**src/rtl/user_data_ram_if.sv**
```systemverilog
// Bus bundle for user_data_ram: read port, write port, reload request and status.
// Ports: rd_addr/rd_data (registered read), wr_en/wr_addr/wr_data (write), reload,
//        ready (not initialising), dump (whole array packed), par_err (read parity flag).
interface user_data_ram_if #(
    parameter int WIDTH = 8,
    parameter int DEPTH = 16
);
    localparam int ADDR_W = (DEPTH > 1) ? $clog2(DEPTH) : 1;

    logic [ADDR_W-1:0]      rd_addr;
    logic [WIDTH-1:0]       rd_data;
    logic                   wr_en;
    logic [ADDR_W-1:0]      wr_addr;
    logic [WIDTH-1:0]       wr_data;
    logic                   reload;
    logic                   ready;
    logic [DEPTH*WIDTH-1:0] dump;
    logic                   par_err;

    modport master (
        output rd_addr, wr_en, wr_addr, wr_data, reload,
        input  rd_data, ready, dump, par_err
    );

    modport slave (
        input  rd_addr, wr_en, wr_addr, wr_data, reload,
        output rd_data, ready, dump, par_err
    );
endinterface

```
**src/rtl/user_data_ram.sv**
```systemverilog
// Small register-file RAM that sweeps an INIT image in after reset or on reload, then serves
// one registered read (1-cycle latency, write-first) and one write per clock.
// No backpressure: ready is low during the DEPTH-edge INIT sweep, writes are ignored then.
// Ports: Clock, Resetn (sync, active-low), bus (user_data_ram_if.slave).
// Optional: define USER_DATA_RAM_PARITY_EN to store an even-parity bit per word and flag
// mismatches on par_err; otherwise par_err is tied to 0.
module user_data_ram #(
    parameter int WIDTH = 8,
    parameter int DEPTH = 16,
    parameter logic [DEPTH*WIDTH-1:0] INIT =
          ((DEPTH*WIDTH)'(WIDTH'(8'hFE)))
        | ((DEPTH*WIDTH)'(WIDTH'(8'h03)) << (1*WIDTH))
        | ((DEPTH*WIDTH)'(WIDTH'(8'h04)) << (2*WIDTH))
        | ((DEPTH*WIDTH)'(WIDTH'(8'h01)) << (3*WIDTH))
        | ((DEPTH*WIDTH)'(WIDTH'(8'h03)) << (4*WIDTH))
) (
    input  logic            Clock,
    input  logic            Resetn,
    user_data_ram_if.slave  bus
);
    localparam int ADDR_W = (DEPTH > 1) ? $clog2(DEPTH) : 1;
    localparam logic [ADDR_W:0]   DEPTH_C = (ADDR_W+1)'(DEPTH);
    localparam logic [ADDR_W-1:0] LAST    = ADDR_W'(DEPTH - 1);

    typedef enum logic {S_INIT, S_RUN} state_t;

    state_t            state;
    logic [ADDR_W-1:0] init_cnt;
    logic [WIDTH-1:0]  rd_q;
    logic [WIDTH-1:0]  mem [DEPTH];

    logic              rd_in;
    logic              wr_in;
    logic              wr_hit;
    logic [WIDTH-1:0]  rd_next;
    logic [WIDTH-1:0]  init_word;
    logic              mem_we;
    logic [ADDR_W-1:0] mem_waddr;
    logic [WIDTH-1:0]  mem_wdata;
    logic [DEPTH*WIDTH-1:0] dump_v;

    assign rd_in     = ({1'b0, bus.rd_addr} < DEPTH_C);
    assign wr_in     = ({1'b0, bus.wr_addr} < DEPTH_C);
    assign init_word = INIT[int'(init_cnt)*WIDTH +: WIDTH];
    // A reload edge drops the user write, so it must not forward either.
    assign wr_hit    = bus.wr_en && !bus.reload && wr_in && (bus.wr_addr == bus.rd_addr);

    // Single write port shared between the INIT sweep and user writes.
    always_comb begin
        mem_we    = 1'b0;
        mem_waddr = bus.wr_addr;
        mem_wdata = bus.wr_data;
        if (state == S_INIT) begin
            mem_we    = 1'b1;
            mem_waddr = init_cnt;
            mem_wdata = init_word;
        end else if (bus.wr_en && !bus.reload && wr_in) begin
            mem_we = 1'b1;
        end
        // Reset leaves the array alone; the following sweep rewrites it.
        if (!Resetn) begin
            mem_we = 1'b0;
        end
    end

    always_ff @(posedge Clock) begin
        if (mem_we) begin
            mem[mem_waddr] <= mem_wdata;
        end
    end

    always_comb begin
        rd_next = '0;
        if (rd_in) begin
            rd_next = wr_hit ? bus.wr_data : mem[bus.rd_addr];
        end
    end

`ifdef USER_DATA_RAM_PARITY_EN
    logic par_mem [DEPTH];
    logic par_q;
    logic par_next;

    always_ff @(posedge Clock) begin
        if (mem_we) begin
            par_mem[mem_waddr] <= ^mem_wdata;
        end
    end

    // Forwarded write data carries its own fresh parity, so it can never mismatch.
    always_comb begin
        par_next = 1'b0;
        if (rd_in && !wr_hit) begin
            par_next = (^mem[bus.rd_addr]) ^ par_mem[bus.rd_addr];
        end
    end

    assign bus.par_err = par_q;
`else
    assign bus.par_err = 1'b0;
`endif

    always_ff @(posedge Clock) begin
        if (!Resetn) begin
            state    <= S_INIT;
            init_cnt <= '0;
            rd_q     <= '0;
`ifdef USER_DATA_RAM_PARITY_EN
            par_q    <= 1'b0;
`endif
        end else begin
            case (state)
                S_INIT: begin
                    rd_q <= '0;
`ifdef USER_DATA_RAM_PARITY_EN
                    par_q <= 1'b0;
`endif
                    if (bus.reload || (init_cnt == LAST)) begin
                        init_cnt <= '0;
                    end else begin
                        init_cnt <= init_cnt + 1'b1;
                    end
                    if (!bus.reload && (init_cnt == LAST)) begin
                        state <= S_RUN;
                    end
                end
                default: begin
                    rd_q <= rd_next;
`ifdef USER_DATA_RAM_PARITY_EN
                    par_q <= par_next;
`endif
                    if (bus.reload) begin
                        state    <= S_INIT;
                        init_cnt <= '0;
                    end
                end
            endcase
        end
    end

    always_comb begin
        dump_v = '0;
        for (int i = 0; i < DEPTH; i++) begin
            dump_v[i*WIDTH +: WIDTH] = mem[i];
        end
    end

    assign bus.rd_data = rd_q;
    assign bus.ready   = (state == S_RUN);
    assign bus.dump    = dump_v;
endmodule

```
**src/flat_wrapper.sv**
```systemverilog
// flat-port wrapper written by rule: the top's interface ports become plain ports
module user_data_ram_flat 
#(
    parameter int WIDTH = 8,
    parameter int DEPTH = 16,
    parameter logic [DEPTH*WIDTH-1:0] INIT =
          ((DEPTH*WIDTH)'(WIDTH'(8'hFE)))
        | ((DEPTH*WIDTH)'(WIDTH'(8'h03)) << (1*WIDTH))
        | ((DEPTH*WIDTH)'(WIDTH'(8'h04)) << (2*WIDTH))
        | ((DEPTH*WIDTH)'(WIDTH'(8'h01)) << (3*WIDTH))
        | ((DEPTH*WIDTH)'(WIDTH'(8'h03)) << (4*WIDTH))
)
  (Clock, Resetn, bus_rd_addr, bus_wr_en, bus_wr_addr, bus_wr_data, bus_reload, bus_rd_data, bus_ready, bus_dump, bus_par_err);
  user_data_ram_if #(.WIDTH(WIDTH), .DEPTH(DEPTH)) bus_i ();
  input  logic Clock;
  input  logic Resetn;
  input wire logic [$bits(bus_i.rd_addr)-1:0] bus_rd_addr;
  input wire logic [$bits(bus_i.wr_en)-1:0] bus_wr_en;
  input wire logic [$bits(bus_i.wr_addr)-1:0] bus_wr_addr;
  input wire logic [$bits(bus_i.wr_data)-1:0] bus_wr_data;
  input wire logic [$bits(bus_i.reload)-1:0] bus_reload;
  output wire logic [$bits(bus_i.rd_data)-1:0] bus_rd_data;
  output wire logic [$bits(bus_i.ready)-1:0] bus_ready;
  output wire logic [$bits(bus_i.dump)-1:0] bus_dump;
  output wire logic [$bits(bus_i.par_err)-1:0] bus_par_err;
  assign bus_i.rd_addr = bus_rd_addr;
  assign bus_i.wr_en = bus_wr_en;
  assign bus_i.wr_addr = bus_wr_addr;
  assign bus_i.wr_data = bus_wr_data;
  assign bus_i.reload = bus_reload;
  assign bus_rd_data = bus_i.rd_data;
  assign bus_ready = bus_i.ready;
  assign bus_dump = bus_i.dump;
  assign bus_par_err = bus_i.par_err;
  user_data_ram #(.WIDTH(WIDTH), .DEPTH(DEPTH), .INIT(INIT)) u_core (.Clock(Clock), .Resetn(Resetn), .bus(bus_i));
endmodule
```
**config.mk**
```make
export PLATFORM = sky130hd
export DESIGN_NAME = user_data_ram_flat
export DESIGN_NICKNAME = d
export VERILOG_FILES = /design/src/rtl/user_data_ram_if.sv /design/src/rtl/user_data_ram.sv /design/src/flat_wrapper.sv
export SDC_FILE = /design/constraint.sdc
export NUM_CORES = 1
export LEC_CHECK = 0
export CORE_MARGIN = 1.5
export CORE_UTILIZATION = 45
export DETAILED_ROUTE_END_ITERATION = 7
export DONT_BUFFER_PORTS = 1
export PLACE_DENSITY = 0.61
export SYNTH_ARGS = -nofsm -noshare
export SYNTH_HDL_FRONTEND = slang
export SYNTH_SLANG_ARGS = --single-unit
```
**constraint.sdc**
```tcl
create_clock -name Clock -period 2.5 [get_ports Clock]
set_clock_uncertainty 0.1 [all_clocks]
set_input_delay 0.125 -clock Clock [delete_from_list [all_inputs] [get_ports Clock]]
set_output_delay 0.125 -clock Clock [all_outputs]
set_load 0.05 [all_outputs]
```
==> run metrics, run 1 <==
vias post-DR=3534; Relative slew margins=51.78%; Mapped Cells=317; slowest stage cell on the critical path=nor2_1; Min-Delay Path Class=in2reg; Peak VDD IR=~0.36 mV; unrepaired setup endpoints after global routing=no; Psw=about 1.1 mW; FF+latch count, synth=between 100 and 150; critical path startpoint category=flip-flop; Worst Reg2Reg Path Length in Cells=5; final wirelength=14680 um; Row Count=40; DRT iter0 DRCs=~290; vias in the first global route=3439; complex-gate fraction of the synthesized area=about 6.0%; post-synthesis cell type count=39; synthesized area=between 0.005 and 0.006 mm2; final hold slack=between 0.02 and 0.025 ns; multi-input logic area=0.001486 mm2; Area growth syn-to-layout=32.19%; Clk Latency, worst-skew pair=0.41 ns; cell internal pwr=approximately 4.4 mW; Setup crit start=u_core.bus.ready; Core Box Area=0.01216 mm2; layout cell share with drive strength beyond 1=a little over two fifths; async set-reset flop share out of synthesis=0%; GP Congestion=0.9010; FF+latch area=0.004104 mm2; Tmin final=2.205 ns; Reg-to-Reg Start=u_core.bus.ready; diode count=0; CP Data Arrival Time=2.13 ns; final hold vios=0; Pre-antenna DRT Iters=4; GRT Resource Usage Total=a little under a quarter; Leakage=2.745 nW; Tcrit/Tclk final=88.18%; largest family of logic cells by synthesized area=multiplexers; mux cell area share after synthesis=13.23%; number of fill cells=913; Syn Area/Cell=17.99 um2; Sequential Power Share=47.8%; Final ANT Viol Nets=0; Die ar.=between 0.01 and 0.015 mm2; worst reg2reg endpoint=u_core.mem[2][5]; Post-synth EDFFs=128; power share of the combinational group=between 5 and 6%; switching share of power=20.08%; Slew Viols, Final=0; cts bufs inserted=17; nets@finish=489; Max Cap Viol=0; Synth Area in Simple Gates=5.179%; reg-to-reg slack, setup=0.30 ns; largest net degree at the start of global routing=34; io pins=158; Post-Synth Adder-Cell Area=less than 1%; initial antenna violation count=0; root buf cell=clkbuf_16; H-tree levels=4; Synth Flop Type=edfxtp_1; max incr delay on CP=0.58 ns; crit path to=u_core.mem[2][5]; DIE WIDTH=around 120 um; Die Span Y=115.6 um; CTS tree=built; Clock power frac=46.9%; Ys Warns=0; WP data required=2.43 ns; Post-CTS Resized=0; Initial Utilization=46.88%; crit end category=flip-flop; Setup Fix Bufs, Post-CTS=0; Synth Area in XOR/XNOR=0.7680%; average wire per standard cell=22.68 um; sequential cell area fraction in the yosys report=71.98%; critical path fanouts, max=10; GR Overflow Total=0; Setup TNS=0 ns; Detailed Place HPWL=10090 um; status=finished clean; final setup vio count=0; detailed-route DRC error count=0; clk buf depth=2; Achievable Freq=453.6 MHz; global-route wire length before repair=21050 um; post-synth net total=340; Clk pin slew, worst setup/hold paths=0.06 ns; IO Port Bufs=0; pwr dens=726.7 mW/mm2; CP cell instances=nor4bb_1, o21ai_0, inv_1, nand2_1, nor2_1; vias per inst=5.462; Crit Path Class=reg2reg; CTS sink cnt=141; worst-margin pin slew=0.7233 ns
## synthesized netlist by cell type, types with 4 or more instances
cell type	n	area, um2
nand2_1	17	63.81
nor2_1	25	93.84
a22o_1	10	87.58
a22oi_1	16	120.1
nor2b_1	4	25.02
o21ai_0	4	20.02
buf_1	5	18.77
edfxtp_1	128	3844
a21oi_1	7	35.03
clkbuf_1	5	18.77
a21o_1	5	37.54
xnor2_1	5	43.79
dfxtp_1	13	260.3
mux4_2	32	720.7
inv_1	4	15.01
## flip-flops by register name, indices dropped and copies added (netlist names)
signal / cells
u_core.init_cnt: 4
u_core.bus.rd_data: 8
u_core.mem: 128
u_core.bus.ready: 1
## worst min-delay path by stage
stage	start	depth (start not counted)	end	slack (ns)
after floorplan	Resetn	2	u_core.init_cnt[3]	0.24
after global placement	Resetn	2	u_core.init_cnt[3]	0.28
after detailed placement	Resetn	2	u_core.bus.ready	0.29
after CTS	bus_wr_data[2]	3	u_core.mem[0][2]	0.009
after global routing	bus_wr_data[2]	3	u_core.mem[0][2]	0.04
final	bus_wr_data[2]	3	u_core.mem[0][2]	0.02
## stage by stage
step                cells  setup WS, ns  utilization, %  area, um2  total power, mW
global route          647       0.05532           61.98       7537            5.614
floorplan             317       0.07630               -       5709            2.885
detailed placement    613        0.2471           56.83       6912            2.954
CTS                   647        0.2552           61.98       7537            5.502
global placement      613        0.3888           56.83       6912            2.951
finish                647        0.2955           61.98       7537            5.477
## power groups by stage
stage	sequential (mW)	combinational (mW)	clock, mW
finish	2.62	0.292	2.57
global route	2.62	0.308	2.69
CTS	2.62	0.291	2.59
detailed placement	2.67	0.286	0
global placement	2.67	0.284	0
floorplan	2.71	0.176	0
## area by class of cell
| class | instances | share of cell area [%] |
|---|---|---|
| Inverter | 4 | 0.1992 |
| Sequential cell | 141 | 54.45 |
| Clock buffer | 20 | 5.793 |
| Timing Repair Buffer | 148 | 14.81 |
| Multi-Input combinational cell | 154 | 19.72 |
| Tap cell | 168 | 2.789 |
| Clock inverter | 12 | 2.241 |
## critical path: cells and delay by family, from the launching register on
kind            cells  cell delay (ns)
flops               1             0.54
buf+inv             1             0.06
compound gates      1             0.13
simple gates        3             0.99
## cell usage in the layout (no fill, tap or decap), types with 2 or more instances in the layout
master         netlist  routed
buf_4                3     146
edfxtp_1           128     128
mux4_2              32      32
nor2_1              25      25
nand2_1             17      17
clkbuf_16            0      17
a22oi_1             16      16
dfxtp_1             13      13
a22o_1              10      10
a21oi_1              7       7
a21o_1               5       5
xnor2_1              5       5
o21ai_0              4       4
inv_1                4       4
nor2b_1              4       4
bufinv_16            0       4
nand2b_1             3       3
ha_1                 3       3
clkinv_1             0       3
clkbuf_1             5       3
a31oi_1              2       2
nand3_1              2       2
and3_1               2       2
mux2i_1              2       2
clkinvlp_4           0       2
dlygate4sd3_1        0       2
## cells by family after synthesis
group | Yosys count
and+or+nand+nor | 62
xor gates and xnor gates | 5
AOI/OAI and AO/OA | 48
DFF | 141
other | 1
muxes | 35
buffers and inverters | 22
adders and majority gates | 3
## metal layers
metal | vias up | part of all wire [%] | GRT usage [%]
met2 | 179 | 49 | 34.52
met3 | 24 | 8.4 | 6.799
met4 | 0 | 2.2 | 8.724
met5 | - | 0 | 0
li1 | 1570 | - | -
met1 | 1761 | 41 | 30.85
## what timing repair did
action / CTS / global route
hold buffers: 2 / 0
endpoints found under the hold margin: 5 / 0
setup endpoints to repair: 0 / 0
Note: power is estimated with default switching activity, not from simulation.
==> inputs of run 2 (changes only) <==
HOLD_SLACK_MARGIN = 0.12   (was default)
==> run 2 against run 1 <==
  * First-iteration DRC count down 6.8%
  * Die area unchanged
  * Largest cell class unchanged
  * Utilization up 0.49 points
  * Sequential share of layout area down 0.43 points
  * Critical endpoint unchanged
  * Critical path depth unchanged
  * Sequential power about the same
  * Via count up 1.3%
  * Sequential cell count unchanged
  * Fmax down 0.53%
  * Non-clock buffer count up 5
  * Hold slack better by 0.10 ns
==> run metrics, run 2 (synthesis results as in run 1) <==
DIE WIDTH=115.6 um (unchanged); Relative slew margins=51.71% (was 51.78%); max incr delay on CP=0.57 ns (was 0.58 ns); largest net degree at the start of global routing=30 (was 34); M3 GR Usage=6.590% (was 6.799%); nets@finish=494 (was 489); Biggest register=u_core.mem (unchanged); IO Port Bufs=0 (unchanged); pwr dens=723.8 mW/mm2 (was 726.7 mW/mm2); CTS tree=built (unchanged); gr busiest metal=met2 (unchanged); slowest stage cell on the critical path=nor2_1 (unchanged); Hold Crit Endpoint=u_core.bus.rd_data[5] (was u_core.mem[0][2]); Clk pin slew, worst setup/hold paths=0.06 ns (about the same); Die Span Y=115.6 um (unchanged); Peak VDD IR=0.3592 mV (was 0.3589 mV); FF+latch area=0.004104 mm2 (unchanged); Setup TNS=0 ns (unchanged); unrepaired setup endpoints after global routing=no (unchanged); final wirelength=15060 um (was 14680 um); critical path fanouts, max=10 (unchanged); multi-input logic area=0.001486 mm2 (unchanged); Area growth syn-to-layout=33.25% (was 32.19%); Tmin final=2.216 ns (was 2.205 ns); reg-to-reg slack, setup=0.28 ns (was 0.30 ns); Die ar.=0.01336 mm2 (unchanged); Final ANT Viol Nets=0 (unchanged); WHS Path Cells=4 (was 3); status=finished clean (unchanged); critical path startpoint category=flip-flop (unchanged); Core Box Area=0.01216 mm2 (unchanged); Worst Reg2Reg Path Length in Cells=5 (unchanged); vias in the first global route=3482 (was 3439); Min-Delay Path Class=in2reg (unchanged); global-route wire length before repair=21610 um (was 21050 um); CP Data Arrival Time=2.15 ns (was 2.13 ns); Reg-to-Reg Start=u_core.bus.ready (unchanged); initial antenna violation count=0 (unchanged); Slew Viols, Final=0 (unchanged); Pre-antenna DRT Iters=5 (was 4); launch point of the worst hold path=bus_rd_addr[2] (was bus_wr_data[2]); number of fill cells=906 (was 913); final hold vios=0 (unchanged); CP cell instances=nor4bb_1, o21ai_0, inv_1, nand2_1, nor2_1 (unchanged); Row Count=40 (unchanged); Detailed Place HPWL=10090 um (unchanged); Tcrit/Tclk final=88.65% (was 88.18%); final core utilization=62.47% (was 61.98%); DRT iter0 DRCs=273 (was 293); Largest register FFs=128 (unchanged); Leakage=2.771 nW (was 2.745 nW); root buf cell=clkbuf_16 (unchanged); GRT met2 Usage=35.90% (was 34.52%); io pins=158 (unchanged); final setup vio count=0 (unchanged); layout cell share with drive strength beyond 1=43.18% (was 43.42%); GRT Resource Usage Total=23.26% (was 22.60%); WP data required=2.43 ns (about the same); worst reg2reg endpoint=u_core.mem[2][5] (unchanged); # hold bufs at CTS=7 (was 2); cts bufs inserted=17 (unchanged); most frequent cells in the layout=buf_4 (146), edfxtp_1 (128), mux4_2 (32) (unchanged); GR Overflow Total=0 (unchanged); average wire per standard cell=23.10 um (was 22.68 um); H-tree levels=4 (unchanged); commonest non-fill, non-tap cell in the layout=buf_4 (unchanged); detailed-route DRC error count=0 (unchanged); Max Cap Viol=0 (unchanged); Setup Fix Bufs, Post-CTS=0 (unchanged); Initial Utilization=46.88% (unchanged); worst-margin pin slew=0.7243 ns (was 0.7233 ns); Crit Path Class=reg2reg (unchanged); GRT met1 Usage=32.17% (was 30.85%); vias per inst=5.492 (was 5.462); clk buf depth=2 (unchanged); GP Congestion=0.9010 (unchanged); Achievable Freq=451.2 MHz (was 453.6 MHz); diode count=0 (unchanged); Clk Latency, worst-skew pair=0.41 ns (about the same); Post-CTS Resized=0 (unchanged); crit end category=flip-flop (unchanged); final hold slack=0.1258 ns (was 0.02230 ns); CTS sink cnt=141 (unchanged); vias post-DR=3581 (was 3534)
[run 2: area by class of cell]
class	count	area share (%)
Clock buffer	20	5.748
Timing Repair Buffer	153	15.48
Multi-Input combinational cell	154	19.57
Inverter	4	0.1976
Tap cell	168	2.767
Sequential cell	141	54.02
Clock inverter	12	2.223
[run 2: metrics by stage]
stage / area (um2) / cells / total power [mW] / worst slack (ns)
finish: 7597 / 652 / 5.499 / 0.2837
global route: 7597 / 652 / 5.635 / 0.05524
CTS: 7597 / 652 / 5.524 / 0.2552
detailed placement: 6912 / 613 / 2.954 / 0.2471
global placement: 6912 / 613 / 2.951 / 0.3888
floorplan: 5709 / 317 / 2.885 / 0.07630
[run 2: how the worst max path moves through the flow]
| stage | to | cells after the start | slack [ns] | from |
|---|---|---|---|---|
| global route | u_core.mem[2][3] | 5 | 0.06 | u_core.bus.ready |
| floorplan | u_core.mem[10][0] | 5 | 0.08 | u_core.bus.ready |
| detailed placement | u_core.mem[2][2] | 5 | 0.25 | u_core.bus.ready |
| global placement | u_core.mem[2][5] | 5 | 0.39 | u_core.bus.ready |
| finish | u_core.mem[2][5] | 5 | 0.28 | u_core.bus.ready |
| CTS | u_core.mem[2][1] | 5 | 0.26 | u_core.bus.ready |
[run 2: critical path, delay by kind of cell, from the launching register on]
| family | cells | cell delay (ns) |
|---|---|---|
| simple gates | 3 | 0.99 |
| flops | 1 | 0.54 |
| buf+inv | 1 | 0.07 |
| compound gates | 1 | 0.14 |
[run 2: per-layer routing]
layer  vias up  share of wire [%]
met5         -                  0
met4         0                1.6
met3        16                9.2
met2       186                 49
met1      1801                 40
li1       1578                  -
[run 2: where the power goes]
| group | switching, mW | internal, mW | leakage [nW] | total [mW] |
|---|---|---|---|---|
| combinational | 0.197 | 0.116 | 1.24 | 0.313 |
| clock | 0.906 | 1.66 | 0.287 | 2.57 |
| sequential | 0.0123 | 2.61 | 1.24 | 2.62 |
